===== config.mk =====
export PLATFORM = sky130hd
export DESIGN_NAME = rv32i_dbus_ctrl
export DESIGN_NICKNAME = d
export VERILOG_FILES = /design/src/rtl/rv32i_dbus_pkg.sv /design/src/rtl/rv32i_lsu_align.sv /design/src/rtl/rv32i_dbus_ctrl.sv
export SDC_FILE = /design/constraint.sdc
export NUM_CORES = 1
export LEC_CHECK = 0
export ABC_CLOCK_PERIOD_IN_PS = 3000
export CAP_MARGIN = 15
export CORE_ASPECT_RATIO = 0.9
export CORE_MARGIN = 5
export CORE_UTILIZATION = 25
export CTS_CLUSTER_DIAMETER = 30
export DETAILED_ROUTE_END_ITERATION = 8
export DONT_BUFFER_PORTS = 1
export GPL_ROUTABILITY_DRIVEN = 0
export SETUP_SLACK_MARGIN = 0.02
export SYNTH_ARGS = -nofsm -noshare
export SYNTH_HDL_FRONTEND = slang
export SYNTH_HIERARCHICAL = 1
export SYNTH_SLANG_ARGS = --single-unit

===== constraint.sdc =====
create_clock -name clk -period 3 [get_ports clk]
set_clock_uncertainty 0.2 [all_clocks]
set_input_delay 0.9 -clock clk [delete_from_list [all_inputs] [get_ports clk]]
set_output_delay 0.9 -clock clk [all_outputs]
set_load 0.1 [all_outputs]

===== src/rtl/rv32i_dbus_pkg.sv =====
// rv32i_dbus_pkg: shared types and helpers for the data-bus controller.
// funct3 codes, FSM states, byte-enable and alignment helpers.
package rv32i_dbus_pkg;

  localparam logic [2:0] F3_B  = 3'b000;
  localparam logic [2:0] F3_H  = 3'b001;
  localparam logic [2:0] F3_W  = 3'b010;
  localparam logic [2:0] F3_BU = 3'b100;
  localparam logic [2:0] F3_HU = 3'b101;

  typedef enum logic [1:0] {
    IDLE,
    ACCESS,
    RESP
  } state_e;

  function automatic logic [3:0] be_gen(
    input logic [2:0] f3,
    input logic [1:0] off
  );
    logic [3:0] be;
    be = 4'b1111;
    unique case (1'b1)
      (f3 == F3_B) || (f3 == F3_BU): be = 4'b0001 << off;
      (f3 == F3_H) || (f3 == F3_HU): be = 4'b0011 << {off[1], 1'b0};
      default: be = 4'b1111;
    endcase
    return be;
  endfunction

  function automatic logic is_misal(
    input logic [2:0] f3,
    input logic [1:0] off
  );
    logic m;
    m = 1'b0;
    unique case (1'b1)
      (f3 == F3_B) || (f3 == F3_BU): m = 1'b0;
      (f3 == F3_H) || (f3 == F3_HU): m = off[0];
      default: m = (off != 2'b00);
    endcase
    return m;
  endfunction

endpackage


===== src/rtl/rv32i_lsu_align.sv =====
// rv32i_lsu_align: byte enables, store lane replication, load extension.
// Purely combinational; unlisted funct3 values behave as word accesses.
module rv32i_lsu_align
  import rv32i_dbus_pkg::*;
(
  input  logic [2:0]  funct3,
  input  logic [1:0]  off,
  input  logic [31:0] wdata,
  input  logic [31:0] rdata,
  output logic [3:0]  be,
  output logic [31:0] wdata_rep,
  output logic [31:0] rdata_ext,
  output logic        misal
);

  logic [7:0]  b;
  logic [15:0] h;
  logic is_b, is_bu, is_h, is_hu;

  // lane select, replication and sign/zero extension
  always_comb begin
    be        = be_gen(funct3, off);
    misal     = is_misal(funct3, off);
    b         = 8'(rdata >> {off, 3'b000});
    h         = off[1] ? rdata[31:16] : rdata[15:0];
    is_b      = (funct3 == F3_B);
    is_bu     = (funct3 == F3_BU);
    is_h      = (funct3 == F3_H);
    is_hu     = (funct3 == F3_HU);
    wdata_rep = wdata;
    rdata_ext = rdata;
    unique case (1'b1)
      is_b: begin
        wdata_rep = {4{wdata[7:0]}};
        rdata_ext = {{24{b[7]}}, b};
      end
      is_bu: begin
        wdata_rep = {4{wdata[7:0]}};
        rdata_ext = {24'h0, b};
      end
      is_h: begin
        wdata_rep = {2{wdata[15:0]}};
        rdata_ext = {{16{h[15]}}, h};
      end
      is_hu: begin
        wdata_rep = {2{wdata[15:0]}};
        rdata_ext = {16'h0, h};
      end
      default: ;
    endcase
  end

endmodule


===== src/rtl/rv32i_dbus_ctrl.sv =====
// rv32i_dbus_ctrl: multi-cycle core data bus, req/ack to NUM_SLV slaves.
// Optional DBUS_TIMEOUT_EN aborts an access after TIMEOUT_CYC cycles.
module rv32i_dbus_ctrl
  import rv32i_dbus_pkg::*;
#(
  parameter int NUM_SLV     = 4,
  parameter int SEL_LSB     = 12,
  parameter int SEL_BITS    = 4,
  parameter int TIMEOUT_CYC = 16
) (
  input  logic                  clk,
  input  logic                  reset,
  input  logic                  m_req,
  input  logic                  m_we,
  input  logic [31:0]           m_addr,
  input  logic [31:0]           m_wdata,
  input  logic [2:0]            m_funct3,
  output logic [31:0]           m_rdata,
  output logic                  m_ack,
  output logic                  m_err,
  output logic                  m_stall,
  output logic [NUM_SLV-1:0]    s_req,
  output logic                  s_we,
  output logic [31:0]           s_addr,
  output logic [31:0]           s_wdata,
  output logic [3:0]            s_be,
  input  logic [32*NUM_SLV-1:0] s_rdata,
  input  logic [NUM_SLV-1:0]    s_ack,
  output logic                  dbg_err
);

  if (NUM_SLV < 1 || NUM_SLV > 16 || TIMEOUT_CYC < 1) begin : g_bad_cfg
    $error("rv32i_dbus_ctrl: bad parameters");
  end

  state_e              state_q, state_d;
  logic [31:0]         addr_q, addr_d;
  logic                we_q, we_d;
  logic [2:0]          f3_q, f3_d;
  logic [31:0]         wdata_q, wdata_d;
  logic [3:0]          be_q, be_d;
  logic [SEL_BITS-1:0] idx_q, idx_d;
  logic [NUM_SLV-1:0]  sreq_q, sreq_d;
  logic                err_q, err_d;
  logic [31:0]         rdata_q, rdata_d;
  logic                dbg_q, dbg_d;

  logic [SEL_BITS-1:0] sel;
  logic                unmapped;
  logic [2:0]          al_f3;
  logic [1:0]          al_off;
  logic [3:0]          al_be;
  logic [31:0]         al_wdata, al_rdata, rdata_sel;
  logic                al_misal;
  logic                ack_sel;

`ifdef DBUS_TIMEOUT_EN
  localparam int CW = $clog2(TIMEOUT_CYC + 1);
  logic [CW-1:0] cnt_q, cnt_d;
  logic          tmo;
  assign tmo = (cnt_q == CW'(TIMEOUT_CYC - 1));
`endif

  assign sel      = m_addr[SEL_LSB +: SEL_BITS];
  assign unmapped = ({{(32-SEL_BITS){1'b0}}, sel} >= 32'(NUM_SLV));
  assign al_f3    = (state_q == IDLE) ? m_funct3 : f3_q;
  assign al_off   = (state_q == IDLE) ? m_addr[1:0] : addr_q[1:0];

  rv32i_lsu_align u_align (
    .funct3    (al_f3),
    .off       (al_off),
    .wdata     (m_wdata),
    .rdata     (rdata_sel),
    .be        (al_be),
    .wdata_rep (al_wdata),
    .rdata_ext (al_rdata),
    .misal     (al_misal)
  );

  // pick ack and read data of the addressed slave only
  always_comb begin
    ack_sel   = 1'b0;
    rdata_sel = '0;
    for (int i = 0; i < NUM_SLV; i++) begin
      if (idx_q == SEL_BITS'(i)) begin
        ack_sel   = s_ack[i];
        rdata_sel = s_rdata[32*i +: 32];
      end
    end
  end

  // next-state and datapath updates
  always_comb begin
    state_d = state_q;
    addr_d  = addr_q;
    we_d    = we_q;
    f3_d    = f3_q;
    wdata_d = wdata_q;
    be_d    = be_q;
    idx_d   = idx_q;
    sreq_d  = sreq_q;
    err_d   = err_q;
    rdata_d = rdata_q;
    dbg_d   = dbg_q;
`ifdef DBUS_TIMEOUT_EN
    cnt_d   = cnt_q;
`endif
    unique case (state_q)
      IDLE: begin
        if (m_req) begin
          addr_d  = m_addr;
          we_d    = m_we;
          f3_d    = m_funct3;
          wdata_d = al_wdata;
          be_d    = al_be;
          idx_d   = sel;
          rdata_d = '0;
          if (unmapped || al_misal) begin
            err_d   = 1'b1;
            dbg_d   = 1'b1;
            state_d = RESP;
          end else begin
            err_d   = 1'b0;
            state_d = ACCESS;
            for (int i = 0; i < NUM_SLV; i++)
              sreq_d[i] = (sel == SEL_BITS'(i));
`ifdef DBUS_TIMEOUT_EN
            cnt_d = '0;
`endif
          end
        end
      end
      ACCESS: begin
        if (ack_sel) begin
          rdata_d = we_q ? 32'h0 : al_rdata;
          sreq_d  = '0;
          state_d = RESP;
        end else begin
`ifdef DBUS_TIMEOUT_EN
          if (tmo) begin
            sreq_d  = '0;
            err_d   = 1'b1;
            dbg_d   = 1'b1;
            rdata_d = '0;
            state_d = RESP;
          end else begin
            cnt_d = cnt_q + 1'b1;
          end
`endif
        end
      end
      RESP: state_d = IDLE;
      default: state_d = IDLE;
    endcase
  end

  // state and latched request registers
  always_ff @(posedge clk or negedge reset) begin
    if (!reset) begin
      state_q <= IDLE;
      addr_q  <= '0;
      we_q    <= 1'b0;
      f3_q    <= '0;
      wdata_q <= '0;
      be_q    <= '0;
      idx_q   <= '0;
      sreq_q  <= '0;
      err_q   <= 1'b0;
      rdata_q <= '0;
      dbg_q   <= 1'b0;
    end else begin
      state_q <= state_d;
      addr_q  <= addr_d;
      we_q    <= we_d;
      f3_q    <= f3_d;
      wdata_q <= wdata_d;
      be_q    <= be_d;
      idx_q   <= idx_d;
      sreq_q  <= sreq_d;
      err_q   <= err_d;
      rdata_q <= rdata_d;
      dbg_q   <= dbg_d;
    end
  end

`ifdef DBUS_TIMEOUT_EN
  // access watchdog counter
  always_ff @(posedge clk or negedge reset) begin
    if (!reset) cnt_q <= '0;
    else        cnt_q <= cnt_d;
  end
`endif

  assign m_ack   = (state_q == RESP);
  assign m_err   = m_ack & err_q;
  assign m_rdata = m_ack ? rdata_q : 32'h0;
  assign m_stall = m_req & ~m_ack;
  assign s_req   = sreq_q;
  assign s_we    = we_q;
  assign s_addr  = {addr_q[31:2], 2'b00};
  assign s_wdata = wdata_q;
  assign s_be    = be_q;
  assign dbg_err = dbg_q;

endmodule


==> metrics.cfg, run 1 <==
[sta]
setup_viol = 0
finalCriticalPeriod_ns = 2.875
max_clock_freq_ghz = 0.3478
rsz0062_at_grt = no
worst_slew_pin_slew_ns = 1.028
report.final.slew_viol_count = 0
slew_headroom_pct = 31.49
fin_hold_ws_ns = 0.03097
hold_viol_final = 0
period_share_pct = 95.83
fin_ws_ns = 0.1252

[clock_network]
clock_sinks = 112
clock_latency_ns = 0.37
cts_root_buf = clkbuf_16
cts_max_level = 3
cts_tree = yes
clk_pin_slew_ns = 0.08
cts.path.max_buffers = 2
numCtsBuffers = 9

[placed_design]
portBuffers = 0
dp.cells = 1000
pre_cts_slack_ns = 0.05882
hpwl_um = 16660

[detailed_routing]
drc = 0
wirelength_um = 22190
viasPerCell = 4.844
drt_iter0_markers = 239
wl_per_cell_um = 21.65
via_count = 4965
firstDrtPassIters = 4
antenna_left = 0

[global_route]
overflow = 0
grt_start_max_net_pins = 113
grt_pass1_vias = 5208
grt.total_usage_pct = 13.13
antenna_found_initial = 2
grt_pass1_wl_um = 32530

[logic_synthesis]
synth_top_area_cell = dfrtp_1
synthTopCellsByArea = dfrtp_1, mux2_2, mux4_2
syn_area_per_cell_um2 = 11.02
ys_ff_latch = 112
synth_common_cells = dfrtp_1, mux2_2, nand2_1
yosysSeqAreaShare_pct = 38.69
synth_top_area_share_pct = 38.69
ys_types = 44
yosysMostFrequentCell = dfrtp_1
ys.flop_type = dfrtp_1
synth_edf_count = 0
synth_warnings = 6
syn-cell-area_um2 = 7243
synth-async-reset-ratio_pct = 100.0
synthCells = 657

[die]
fp.coreArea_um2 = 28720
start_util_pct = 25.22
dieArea_um2 = 32480
die_h_um = 171.5
io_pins = 312
dieWidth_um = 189.4
row_count = 59

[finish]
area_growth_pct = 15.81
final_nets = 856
drive_gt1_share_pct = 38.75
instances_no_fill = 1025
final_core_util_pct = 29.21

[run_status]
status = completed

[critical_path]
crit_path_end_kind = output pin
crit_fanout = 34
start_kind = flip-flop
arrival_ns = 1.77
cp.required_ns = 1.90
path_class = reg2out

[worst_hold_path]
hold_path_class = in2async

[flow_run]
maxCapViolations = 0

-- layout make-up --
cell class              instances  area [um2]
fillers                      2961       20330
multi-input cells             450        3928
flip-flops and latches        112        2808
repair buffers                 77       885.9
well taps                     366       457.9
clock buffers                   9       225.2
clock inverters                 7       70.07
inverters                       3       11.26
diodes                          1       2.502
-- cell usage in the layout, fill, tap and decap left out, drive strengths merged, types with 6 or more instances in the layout --
master	instances
and2	66
o21ai	30
nor2	6
mux2i	46
nor2b	25
a22o	6
nand2	83
dfrtp	112
mux4	33
a221o	8
buf	74
clkbuf	9
mux2	94
o22ai	6
a21oi	6
inv	8
-- per-layer routing --
layer	vias to the layer above	track usage, %	share of wire (%)
li1	2272	-	-
met1	2457	15.22	40
met5	-	0	0.032
met3	19	5.540	9.2
met2	215	22.51	49
met4	2	3.553	1.4
-- registers in the layout, indices dropped and copies added (netlist names) --
register,cells
s_wdata,32
addr_q,32
dbg_err,1
f3_q,3
s_be,4
rdata_q,32
s_we,1
err_q,1
state_q,2
s_req,4
-- cells by family (layout without fill, tap and decap cells) --
logic type | count (synthesis) | in the layout | share of synthesized area [%]
AO/OA/AOI/OAI | 77 | 77 | 7.791
other | 1 | 3 | 0.05177
AND/OR/NAND/NOR | 198 | 198 | 14.27
buffers and inverters | 96 | 96 | 7.963
flip-flops | 112 | 112 | 38.69
multiplexers | 173 | 173 | 31.23
-- worst paths after layout --
check,cells past startpoint,startpoint,slack [ns],to
setup / recovery,4,state_q[1],0.13,m_rdata[2]
setup reg to reg,8,state_q[0],0.20,rdata_q[12]
min in group clk,1,err_q,0.29,err_q
hold reg to reg,1,err_q,0.29,err_q
max in group asynchronous,1,reset,1.37,s_wdata[7]
hold / removal,0,reset,0.03,addr_q[27]
-- critical path, stage by stage (launching register included) --
cell and delay [ns]:
dfrtp_1 0.44, nor2b_4 0.21, buf_12 0.26, and2_1 0.17, buf_4 0.29
-- repair_timing --
item / CTS / global route
gates resized for setup: 0 / 11
endpoints found under the hold margin: 0 / 7
setup endpoints to repair: 0 / 28
hold buffers: 0 / 3
setup buffers: 0 / 5
-- metrics by stage --
stage	TNS, ns	cell area, um2
after floorplan	-0.2749	7323
final	0	8388
after CTS	0	8278
after detailed placement	0	7983
after global routing	0	8388
after global placement	0	7983
Power of run 1 is left out: the tool's default activity adds up to more than one toggle a clock period on the data nets, which glitch-free logic cannot reach.
==> inputs of run 2 (changes only) <==
--- a/config.mk
+++ b/config.mk
@@ -9,11 +9,12 @@
 export CAP_MARGIN = 15
 export CORE_ASPECT_RATIO = 0.9
 export CORE_MARGIN = 5
-export CORE_UTILIZATION = 25
+export CORE_UTILIZATION = 55
 export CTS_CLUSTER_DIAMETER = 30
 export DETAILED_ROUTE_END_ITERATION = 8
 export DONT_BUFFER_PORTS = 1
 export GPL_ROUTABILITY_DRIVEN = 0
+export PLACE_DENSITY = 0.73
 export SETUP_SLACK_MARGIN = 0.02
 export SYNTH_ARGS = -nofsm -noshare
 export SYNTH_HDL_FRONTEND = slang
==> metrics.cfg, run 2 (same netlist as run 1, synthesis figures left out) <==
[run_status]
status = completed

[die]
row_count = 39  ; -34%
fp.coreArea_um2 = 12780  ; -55%
die_h_um = 118.9  ; -31%
dieArea_um2 = 15570  ; -52%
dieWidth_um = 131.0  ; -31%
io_pins = 312  ; unchanged
start_util_pct = 56.65  ; +31 points

[detailed_routing]
wirelength_um = 20070  ; -9.6%
drt_iter0_markers = 307  ; +28%
wl_per_cell_um = 24.65  ; +14%
viasPerCell = 6.144  ; +27%
drc = 0  ; unchanged
antenna_left = 0  ; unchanged
firstDrtPassIters = 4  ; unchanged
via_count = 5001  ; +0.73%

[finish]
area_growth_pct = 9.743
layout_common_cells = dfrtp_1, mux2_2, nand2_1
final_common_cell = dfrtp_1
drive_gt1_share_pct = 38.52  ; -0.23 points
final_nets = 847  ; -1.1%
seq_area_um2 = 2808  ; unchanged
final_core_util_pct = 62.17  ; +33 points
fill_cells = 1065  ; -64%
multi_input_area_um2 = 3935  ; +0.19%

[critical_path]
path_class = reg2out
start_kind = flip-flop
crit_path_end_kind = output pin
arrival_ns = 1.78  ; about the same
crit_fanout = 31  ; -8.8%
cp.required_ns = 1.90  ; about the same

[sta]
worst_slew_pin_slew_ns = 0.9703  ; -0.05731 ns
rsz0062_at_grt = no
finalCriticalPeriod_ns = 2.877  ; +0.001746 ns
report.final.slew_viol_count = 0  ; unchanged
period_share_pct = 95.89  ; about the same
max_clock_freq_ghz = 0.3476  ; about the same
slew_headroom_pct = 35.32  ; +3.8 points
setup_viol = 0  ; unchanged
hold_viol_final = 0  ; unchanged

[clock_network]
clock_sinks = 112  ; unchanged
cts.path.max_buffers = 2  ; unchanged
numCtsBuffers = 9  ; unchanged
clk_pin_slew_ns = 0.08  ; about the same
ctsHoldBuffers = 0  ; unchanged
cts_root_buf = clkbuf_16
cts_tree = yes
cts_max_level = 3  ; unchanged
clock_latency_ns = 0.35  ; -0.02 ns

[global_route]
grt_pass1_vias = 5306  ; +1.9%
grt_start_max_net_pins = 113  ; unchanged
grt.total_usage_pct = 25.47  ; +12 points
overflow = 0  ; unchanged
antenna_found_initial = 3  ; +1
grt_pass1_wl_um = 30920  ; -4.9%

[placed_design]
portBuffers = 0  ; unchanged
hpwl_um = 15530  ; -6.8%

[flow_run]
maxCapViolations = 0  ; unchanged

[worst_hold_path]
hold_path_class = in2async

## run 2: cell count changes in the layout (fill, tap and decap cells not counted), sizes merged
cell and delta:
clkinvlp +1, buf -6, inv -2, clkbuf +1
dlygate4sd3 -3
## run 2: final timing paths
kind	startpoint	to	slack (ns)	cells past startpoint
min in group clk	err_q	err_q	0.29	1
worst max register to register	state_q[1]	rdata_q[29]	0.24	9
worst min register to register	err_q	err_q	0.29	1
worst max-delay path	state_q[0]	m_rdata[9]	0.12	5
worst min-delay path	reset	dbg_err	0.04	0
max in group asynchronous	reset	rdata_q[16]	2.41	0
## run 2: stage by stage
step                       TNS, ns  hold WS, ns  cells  setup WS, ns  instance area (um2)
after global placement           0       0.2769    797       0.07222                 7647
after global routing             0     0.009299    814       0.04925                 7949
after floorplan            -0.2749       0.2557    658       -0.2213                 7323
after CTS                        0      0.02485    813        0.1395                 7941
final                            0      0.03616    814        0.1234                 7949
after detailed placement  -0.01976       0.2766    797      -0.01976                 7647
## run 2: area by class of cell
cell class	count	area share [%]
timing repair buffer	68	8.783
antenna	1	0.03148
multi-input combinational	450	49.50
tap	164	2.581
inverter	3	0.1417
clock inverter	6	0.6296
clock buffer	10	3.006
sequential	112	35.32
## run 2: critical path, cell delays in order (launching register included)
cell     delay [ns]
dfrtp_1        0.41
buf_4          0.17
nor2b_4        0.20
buf_12         0.18
and2_1         0.15
buf_4          0.29
## run 2: what timing repair did
action | in CTS | in global routing
resized for setup | 2 | 1
pin swaps | 0 | 0
buffers inserted | 0 | 0
endpoints found under the setup margin | 12 | 1
cloned | 0 | 0
## run 2: metal layers
metal / vias to the layer above / share of wire, % / track usage, %
met4: 4 / 1.7 / 5.527
li1: 2257 / - / -
met3: 29 / 8.1 / 7.565
met2: 197 / 52 / 42.35
met5: - / 0.10 / 0
met1: 2514 / 38 / 32.95
Power of run 2 is left out for the same reason.
==> inputs of run 3 (changes only) <==
--- a/config.mk
+++ b/config.mk
@@ -6,15 +6,15 @@
 export NUM_CORES = 1
 export LEC_CHECK = 0
 export ABC_CLOCK_PERIOD_IN_PS = 3000
+export BUFFER_PORTS_ARGS = -buffer_cell sky130_fd_sc_hd__buf_2
 export CAP_MARGIN = 15
 export CORE_ASPECT_RATIO = 0.9
 export CORE_MARGIN = 5
-export CORE_UTILIZATION = 55
+export CORE_UTILIZATION = 44
 export CTS_CLUSTER_DIAMETER = 30
 export DETAILED_ROUTE_END_ITERATION = 8
-export DONT_BUFFER_PORTS = 1
 export GPL_ROUTABILITY_DRIVEN = 0
-export PLACE_DENSITY = 0.73
+export PLACE_DENSITY = 0.78
 export SETUP_SLACK_MARGIN = 0.02
 export SYNTH_ARGS = -nofsm -noshare
 export SYNTH_HDL_FRONTEND = slang
==> metrics.cfg, run 3 (same netlist as run 1, synthesis figures left out) <==
[die]
dieArea_um2 = 19130  ; +23%
fp.coreArea_um2 = 16130  ; +26%
start_util_pct = 44.90  ; -12 points
io_pins = 312  ; unchanged
die_h_um = 131.7  ; +11%
dieWidth_um = 145.2  ; +11%
row_count = 44  ; +13%

[finish]
antennaDiodeCount = 0  ; -1
area_growth_pct = 27.05
layout_common_cells = buf_2, dfrtp_1, mux2_2
final_nets = 1120  ; +32%
final_core_util_pct = 57.05  ; -5.1 points
drive_gt1_share_pct = 56.35  ; +18 points
finalInstanceArea_um2 = 9203  ; +16%
final_common_cell = buf_2

[global_route]
antenna_found_initial = 3  ; unchanged
grt.total_usage_pct = 21.81  ; -3.7 points
grt_pass1_vias = 6270  ; +18%
overflow = 0  ; unchanged
grt_pass1_wl_um = 33980  ; +9.9%
grt_start_max_net_pins = 47  ; -58%

[clock_network]
clk_pin_slew_ns = 0.08  ; about the same
post_cts_buffers = 0  ; unchanged
cts_tree = yes
ctsHoldBuffers = 0  ; unchanged
cts_resized = 0  ; -2
clock_latency_ns = 0.36  ; about the same
cts_max_level = 3  ; unchanged
cts_root_buf = clkbuf_16
cts.path.max_buffers = 2  ; unchanged
clock_sinks = 112  ; unchanged
numCtsBuffers = 9  ; unchanged

[detailed_routing]
antenna_left = 0  ; unchanged
wl_per_cell_um = 18.74  ; -24%
drc = 0  ; unchanged
drt_iter0_markers = 258  ; -16%
via_count = 5923  ; +18%
wirelength_um = 21140  ; +5.4%
viasPerCell = 5.251  ; -15%
firstDrtPassIters = 4  ; unchanged

[critical_path]
crit_path_end_kind = output pin
path_class = reg2out
crit_fanout = 35  ; +13%
cp.required_ns = 1.90  ; about the same
start_kind = flip-flop
arrival_ns = 1.81  ; +0.03 ns

[sta]
worst_slew_pin_slew_ns = 0.9802  ; +0.009948 ns
hold_viol_final = 0  ; unchanged
period_share_pct = 97.17  ; +1.3 points
slew_headroom_pct = 34.52  ; -0.80 points
setup_viol = 0  ; unchanged
finalCriticalPeriod_ns = 2.915  ; +0.03839 ns
report.final.slew_viol_count = 0  ; unchanged
max_clock_freq_ghz = 0.3431  ; -1.3%
rsz0062_at_grt = no

[run_status]
status = completed

[worst_hold_path]
hold_path_class = reg2reg

[placed_design]
dpl_cell_area_um2 = 8901  ; +16%
hpwl_um = 16730  ; +7.7%
portBuffers = 309  ; +309

[flow_run]
maxCapViolations = 0  ; unchanged

==> run 3: path summary, 6_finish.rpt <==
check,start,end,depth (start not counted),slack [ns]
max,state_q[1],m_rdata[31],4,0.09
min,dbg_err,dbg_err,1,0.26
max reg2reg,state_q[0],rdata_q[14],8,0.20
min reg2reg,dbg_err,dbg_err,1,0.26
max in group asynchronous,reset,s_wdata[6],2,1.57
min in group asynchronous,reset,rdata_q[30],1,0.34
==> run 3: cell type report <==
class,count,area [um2]
fill,1422,6928
multi-input combinational,450,3920
sequential,112,2804
timing repair buffer,341,1907
tap,207,259.0
clock buffer,9,225.2
clock inverter,6,76.32
inverter,3,11.26
==> run 3: worst max-delay path: stages (launching register included) <==
cell and delay [ns]:
dfrtp_1 0.44, nor2b_2 0.22, buf_12 0.18, and2_1 0.16, buf_2 0.44
==> run 3: metal layers <==
metal  vias up  GRT usage, %  part of all wire [%]
li1       2795             -                     -
met4         6         5.440                   1.5
met1      2879         26.55                    41
met5         -             0                  0.18
met2       212         37.68                    50
met3        31         6.990                   7.4
==> run 3: through the flow <==
stage               hold slack [ns]  worst slack, ns  setup TNS (ns)  cells
detailed placement           0.2435         -0.01397        -0.01887   1113
CTS                          0.2633          0.07155               0   1128
global placement             0.2394          0.02594               0   1113
finish                       0.2560          0.08505               0   1128
global route                 0.2780          0.02093               0   1128
floorplan                    0.2557          -0.2213         -0.2749    658
Power of run 3 is left out for the same reason.
